<file path="src/rtl/store_buffer.sv">
// Posted-write store buffer: in-order FIFO drain over valid/ready with load forwarding and fence.
// Define SB_FWD_EN to forward loads from pending stores; otherwise loads stall until the buffer is empty.
module store_buffer #(
    parameter int DEPTH = 4,
    parameter int AW    = 32,
    parameter int DW    = 32
) (
    input  logic                     clk,
    input  logic                     rst_n,
    input  logic                     cpu_we,
    input  logic                     cpu_re,
    input  logic [AW-1:0]            cpu_addr,
    input  logic [DW-1:0]            cpu_wdata,
    output logic                     cpu_stall,
    output logic                     fwd_hit,
    output logic [DW-1:0]            fwd_data,
    input  logic                     fence_req,
    output logic                     fence_done,
    output logic                     mem_valid,
    output logic [AW-1:0]            mem_addr,
    output logic [DW-1:0]            mem_wdata,
    input  logic                     mem_ready,
    output logic [$clog2(DEPTH):0]   count
);
    localparam int IW = $clog2(DEPTH);
    localparam int PW = IW + 1;

    typedef enum logic {
        IDLE,
        DRAIN
    } state_t;

    state_t        state, state_next;
    logic [PW-1:0] wr_ptr, rd_ptr;
    logic [AW-3:0] word_q [DEPTH];
    logic [DW-1:0] data_q [DEPTH];
    logic          empty, full, push, pop, load_stall;
    logic          unused_addr;

    // Byte offset is irrelevant: entries are word-granular.
    assign unused_addr = ^cpu_addr[1:0];

    assign empty = (wr_ptr == rd_ptr);
    assign full  = (wr_ptr[IW-1:0] == rd_ptr[IW-1:0]) && (wr_ptr[IW] != rd_ptr[IW]);
    assign count = wr_ptr - rd_ptr;

    assign push = cpu_we && !full && (state == IDLE);
    assign pop  = mem_valid && mem_ready;

    assign mem_valid = !empty;
    assign mem_addr  = {word_q[rd_ptr[IW-1:0]], 2'b00};
    assign mem_wdata = data_q[rd_ptr[IW-1:0]];

    always_ff @(posedge clk or negedge rst_n) begin
        if (!rst_n) begin
            wr_ptr <= '0;
            rd_ptr <= '0;
            for (int i = 0; i < DEPTH; i++) begin
                word_q[i] <= '0;
                data_q[i] <= '0;
            end
        end else begin
            if (push) begin
                word_q[wr_ptr[IW-1:0]] <= cpu_addr[AW-1:2];
                data_q[wr_ptr[IW-1:0]] <= cpu_wdata;
                wr_ptr <= wr_ptr + PW'(1);
            end
            if (pop) begin
                rd_ptr <= rd_ptr + PW'(1);
            end
        end
    end

    always_ff @(posedge clk or negedge rst_n) begin
        if (!rst_n) begin
            state <= IDLE;
        end else begin
            state <= state_next;
        end
    end

    always_comb begin
        state_next = state;
        fence_done = 1'b0;
        unique case (state)
            IDLE: begin
                if (fence_req) state_next = DRAIN;
            end
            DRAIN: begin
                if (count == '0) begin
                    state_next = IDLE;
                    fence_done = 1'b1;
                end
            end
            default: state_next = IDLE;
        endcase
    end

`ifdef SB_FWD_EN
    logic          hit;
    logic [DW-1:0] hit_data;
    logic [IW-1:0] idx;

    // Walk oldest to youngest so the last match (youngest) wins.
    always_comb begin
        hit      = 1'b0;
        hit_data = '0;
        idx      = '0;
        for (int i = 0; i < DEPTH; i++) begin
            idx = rd_ptr[IW-1:0] + IW'(i);
            if ((PW'(i) < count) && (word_q[idx] == cpu_addr[AW-1:2])) begin
                hit      = 1'b1;
                hit_data = data_q[idx];
            end
        end
        fwd_hit  = cpu_re && hit;
        fwd_data = (cpu_re && hit) ? hit_data : '0;
    end

    assign load_stall = 1'b0;
`else
    assign fwd_hit    = 1'b0;
    assign fwd_data   = '0;
    assign load_stall = cpu_re && !empty;
`endif

    assign cpu_stall = (cpu_we && full) || (state == DRAIN) || load_stall;

endmodule

</file>
<file path="config.mk">
export PLATFORM = sky130hd
export DESIGN_NAME = store_buffer
export DESIGN_NICKNAME = d
export VERILOG_FILES = /design/src/rtl/store_buffer.sv
export SDC_FILE = /design/constraint.sdc
export NUM_CORES = 1
export LEC_CHECK = 0
export BUFFER_PORTS_ARGS = -buffer_cell sky130_fd_sc_hd__buf_4
export CORE_MARGIN = 4
export CORE_UTILIZATION = 40
export DETAILED_ROUTE_END_ITERATION = 8
export GPL_TIMING_DRIVEN = 0
export HOLD_SLACK_MARGIN = 0.06
export PLACE_DENSITY = 0.56
export SLEW_MARGIN = 20
export SYNTH_ARGS = -nofsm -noshare
export SYNTH_HDL_FRONTEND = slang
export SYNTH_SLANG_ARGS = --single-unit
</file>
<file path="constraint.sdc">
create_clock -name clk -period 3.8 [get_ports clk]
set_clock_uncertainty 0.15 [all_clocks]
set_input_delay 0.38 -clock clk [delete_from_list [all_inputs] [get_ports clk]]
set_output_delay 0.38 -clock clk [all_outputs]
set_load 0.03 [all_outputs]
</file>
==> key figures <==
Clock network
  – CTS Sinks: 255
  – CTS root buffer: clkbuf_16
  – Clock buffer depth: 3
  – CTS Buf Count: 29
  – Number of H-tree levels: 1
  – Reg clk slew, reported paths: 0.06 ns
  – Worst skew pair latency: 0.54 ns
  – CTS tree: yes
  – Post-CTS Setup Inserts: 0

Setup path
  – Crit end category: output port
  – Slowest cell on the critical path: clkbuf_2
  – CP cell instances: clkbuf_2 > inv_1 > ha_1 > and2_1 > clkbuf_1 > nand2_1 > a21o_1 > buf_4
  – Critical Path RT: 3.27 ns
  – R2R Setup Slk: 0.63 ns
  – WP data arrival: 2.76 ns
  – R2R depth: 8
  – CP Launch Type: flop
  – R2R Path End: word_q[24]
  – Setup Crit Path Kind: flop to output port
  – CP peak stage delay: 0.51 ns
  – Crit. Startpoint: rd_ptr[1]
  – Critical register-to-register path startpoint: rd_ptr[1]
  – CP Max Fanout: 19

Global routing
  – First-pass GRT wire length: 42000 um
  – Total global routing track utilization: 16.8%
  – Initial antenna violation count: 0
  – Grt ovf: 0
  – Largest net degree at the start of global routing: 107
  – Vias in the first global route: 7709

Logic synthesis
  – Most frequent cell after synthesis: dfrtp_1
  – Post-Syn Area: 11600 um^2
  – Yosys top cell by area: dfrtp_1
  – Post-synthesis sequential area ratio: 55.1%
  – Post-synth EDFFs: 0
  – Yosys cell types: 32
  – Asr flop ratio synth: 100%
  – Syn Area/Cell: 17.0 um^2
  – Gate Count Post-Synth: 683
  – Primary FF master, synth: dfrtp_1
  – Flop and latch count out of synthesis: 255
  – Post-synth top area share: 55.1%
  – List of most frequent post-synthesis cells: 255 x dfrtp_1, 233 x mux2_2, 62 x mux4_2
  – Synth top area cells: dfrtp_1 55%, mux2_2 23%, mux4_2 12%
  – Yosys warnings: 0

Detailed routing
  – Post-DRT Antenna Nets: 0
  – 1st-iter DRT viols: 205
  – Final WL: 26000 um
  – Via density: 4.94
  – Via count: 6705
  – # DRC: 0
  – DR WL/cell: 19.2 um
  – Router iterations before antenna repair: 4

Placed design
  – Routability congestion estimate: 0.771
  – Pre-CTS WS: -0.126 ns
  – Dpl cells: 1238
  – Hpwl dp: 17700 um
  – PortBufs: 135
  – Cell Area, Placed: 13300 um^2

Finish
  – Final Cell Area: 14900 um^2
  – Fin util: 52.1%
  – Storage cell area: 6380 um^2
  – # fillers: 2383
  – Ant diodes: 0
  – Final Net Count: 1027
  – Fin cells: 1356
  – Area delta synth->final: 28.7%
  – Multi-input logic area: 4750 um^2
  – Ratio of cells with drive above 1 in the final layout: 58.4%

Job
  – Max-cap viol count: 0

Pwr
  – Sw power: 5.00 mW
  – VDD IR max: 0.490 mV
  – Combinational share of power: 46.4%
  – Seq pwr share: 33.4%
  – Clock network power share: 20.3%
  – Total power draw: 14.0 mW
  – PD cells: 940 nW/um^2
  – Leak: 6.95 nW
  – Internal: 9.01 mW
  – Switching share of total power: 35.7%

Timing
  – Final number of hold-violating endpoints: 0
  – Max Fclk: 304 MHz
  – Worst-Margin Slew: 0.745 ns
  – Fin crit share: 86.6%
  – RSZ-0062 raised after global routing: false
  – Minimum clock period: 3.29 ns
  – Final Max Slew Viols: 0
  – Worst Hold Margin: 0.159 ns
  – Rel. slew slack: 50.3%
  – Setup TNS: 0 ns
  – Final setup margin: 0.510 ns
  – Final Setup Violations: 0

Die
  – Die H: 178 um
  – Ports: 173
  – Die ar.: 31700 um^2
  – Die W: 178 um
  – Row cnt: 62
  – Core Region: 28600 um^2
  – Initial Utilization: 40.5%

Hold path
  – WHS Path Cells: 3
  – Hold Path Origin: cpu_we
  – Endpoint, Worst Hold: wr_ptr[2]
  – Worst hold path class: primary input to flop

Run status
  – Status: finished, final reports clean
layout by cell type (no fill, tap or decap), drive strengths merged, types with 2 or more instances in the layout:
cell / count
dfrtp: 255
mux2: 250
buf: 204
dlygate4sd3: 65
mux4: 62
clkbuf: 47
conb: 35
clkinv: 8
ha: 7
inv: 6
nand2: 4
bufinv: 4
xnor2: 4
o211ai: 3
o21ai: 2
nor3: 2
a21o: 2
power by group through the flow:
stage | Sequential, mW | Combinational (mW) | Clock [mW]
floorplan | 4.47 | 4.67 | 0
global placement | 4.57 | 6.41 | 0
detailed placement | 4.72 | 6.56 | 0
CTS | 4.68 | 6.65 | 2.94
global route | 4.83 | 6.97 | 3.04
finish | 4.67 | 6.50 | 2.84
repair_timing:
item / CTS / global route
endpoints found under the setup margin: 62 / 40
endpoints found under the hold margin: 302 / 0
pin swaps: 0 / 0
gates resized for setup: 1 / 0
hold buffers: 65 / 0
worst max-delay path: cells and delay by family (launching register included):
kind,cells,cell delay (ns)
simple gates,2,0.28
flops,1,0.39
fa+ha+maj,1,0.30
compound gates,1,0.24
buf+inv,4,1.00
cell type report:
type	count	area share, %
timing repair buffer	202	11.6
tap	384	3.22
sequential	255	42.8
inverter	5	0.126
clock buffer	41	5.51
buffer	73	3.74
multi-input combinational	383	31.9
clock inverter	13	1.13
cells by family (layout without fill, tap and decap cells):
family                     count (synthesis)  after routing  share of synthesized area, %
DFF                                      255            255                          55.1
other                                      1             35                        0.0324
AOI/OAI and AO/OA                         11             11                          1.08
xor gates and xnor gates                   5              5                         0.443
and+or+nand+nor                           12             12                         0.519
muxes                                    312            312                          36.9
adders and majority gates                  8              8                         0.929
buffers and inverters                     79            334                          4.99
routing by layer:
metal	part of all wire [%]	GRT usage (%)	wire length (um)
met1	42	22.0	10800
met2	52	29.3	13400
met3	4.4	2.84	1150
met4	2.2	3.93	576
met5	0	0	0
registers in the layout (all words and copies together) (netlist names):
register	cells
word_q	120
data_q	128
state	1
rd_ptr	3
wr_ptr	3
worst max path at each step:
stage	end	cells past startpoint
after floorplan	cpu_stall	8
final	cpu_stall	8
after global placement	data_q[16]	9
after CTS	cpu_stall	9
after global routing	cpu_stall	8
after detailed placement	word_q[10]	9
Power figures use the tool's default switching activity.
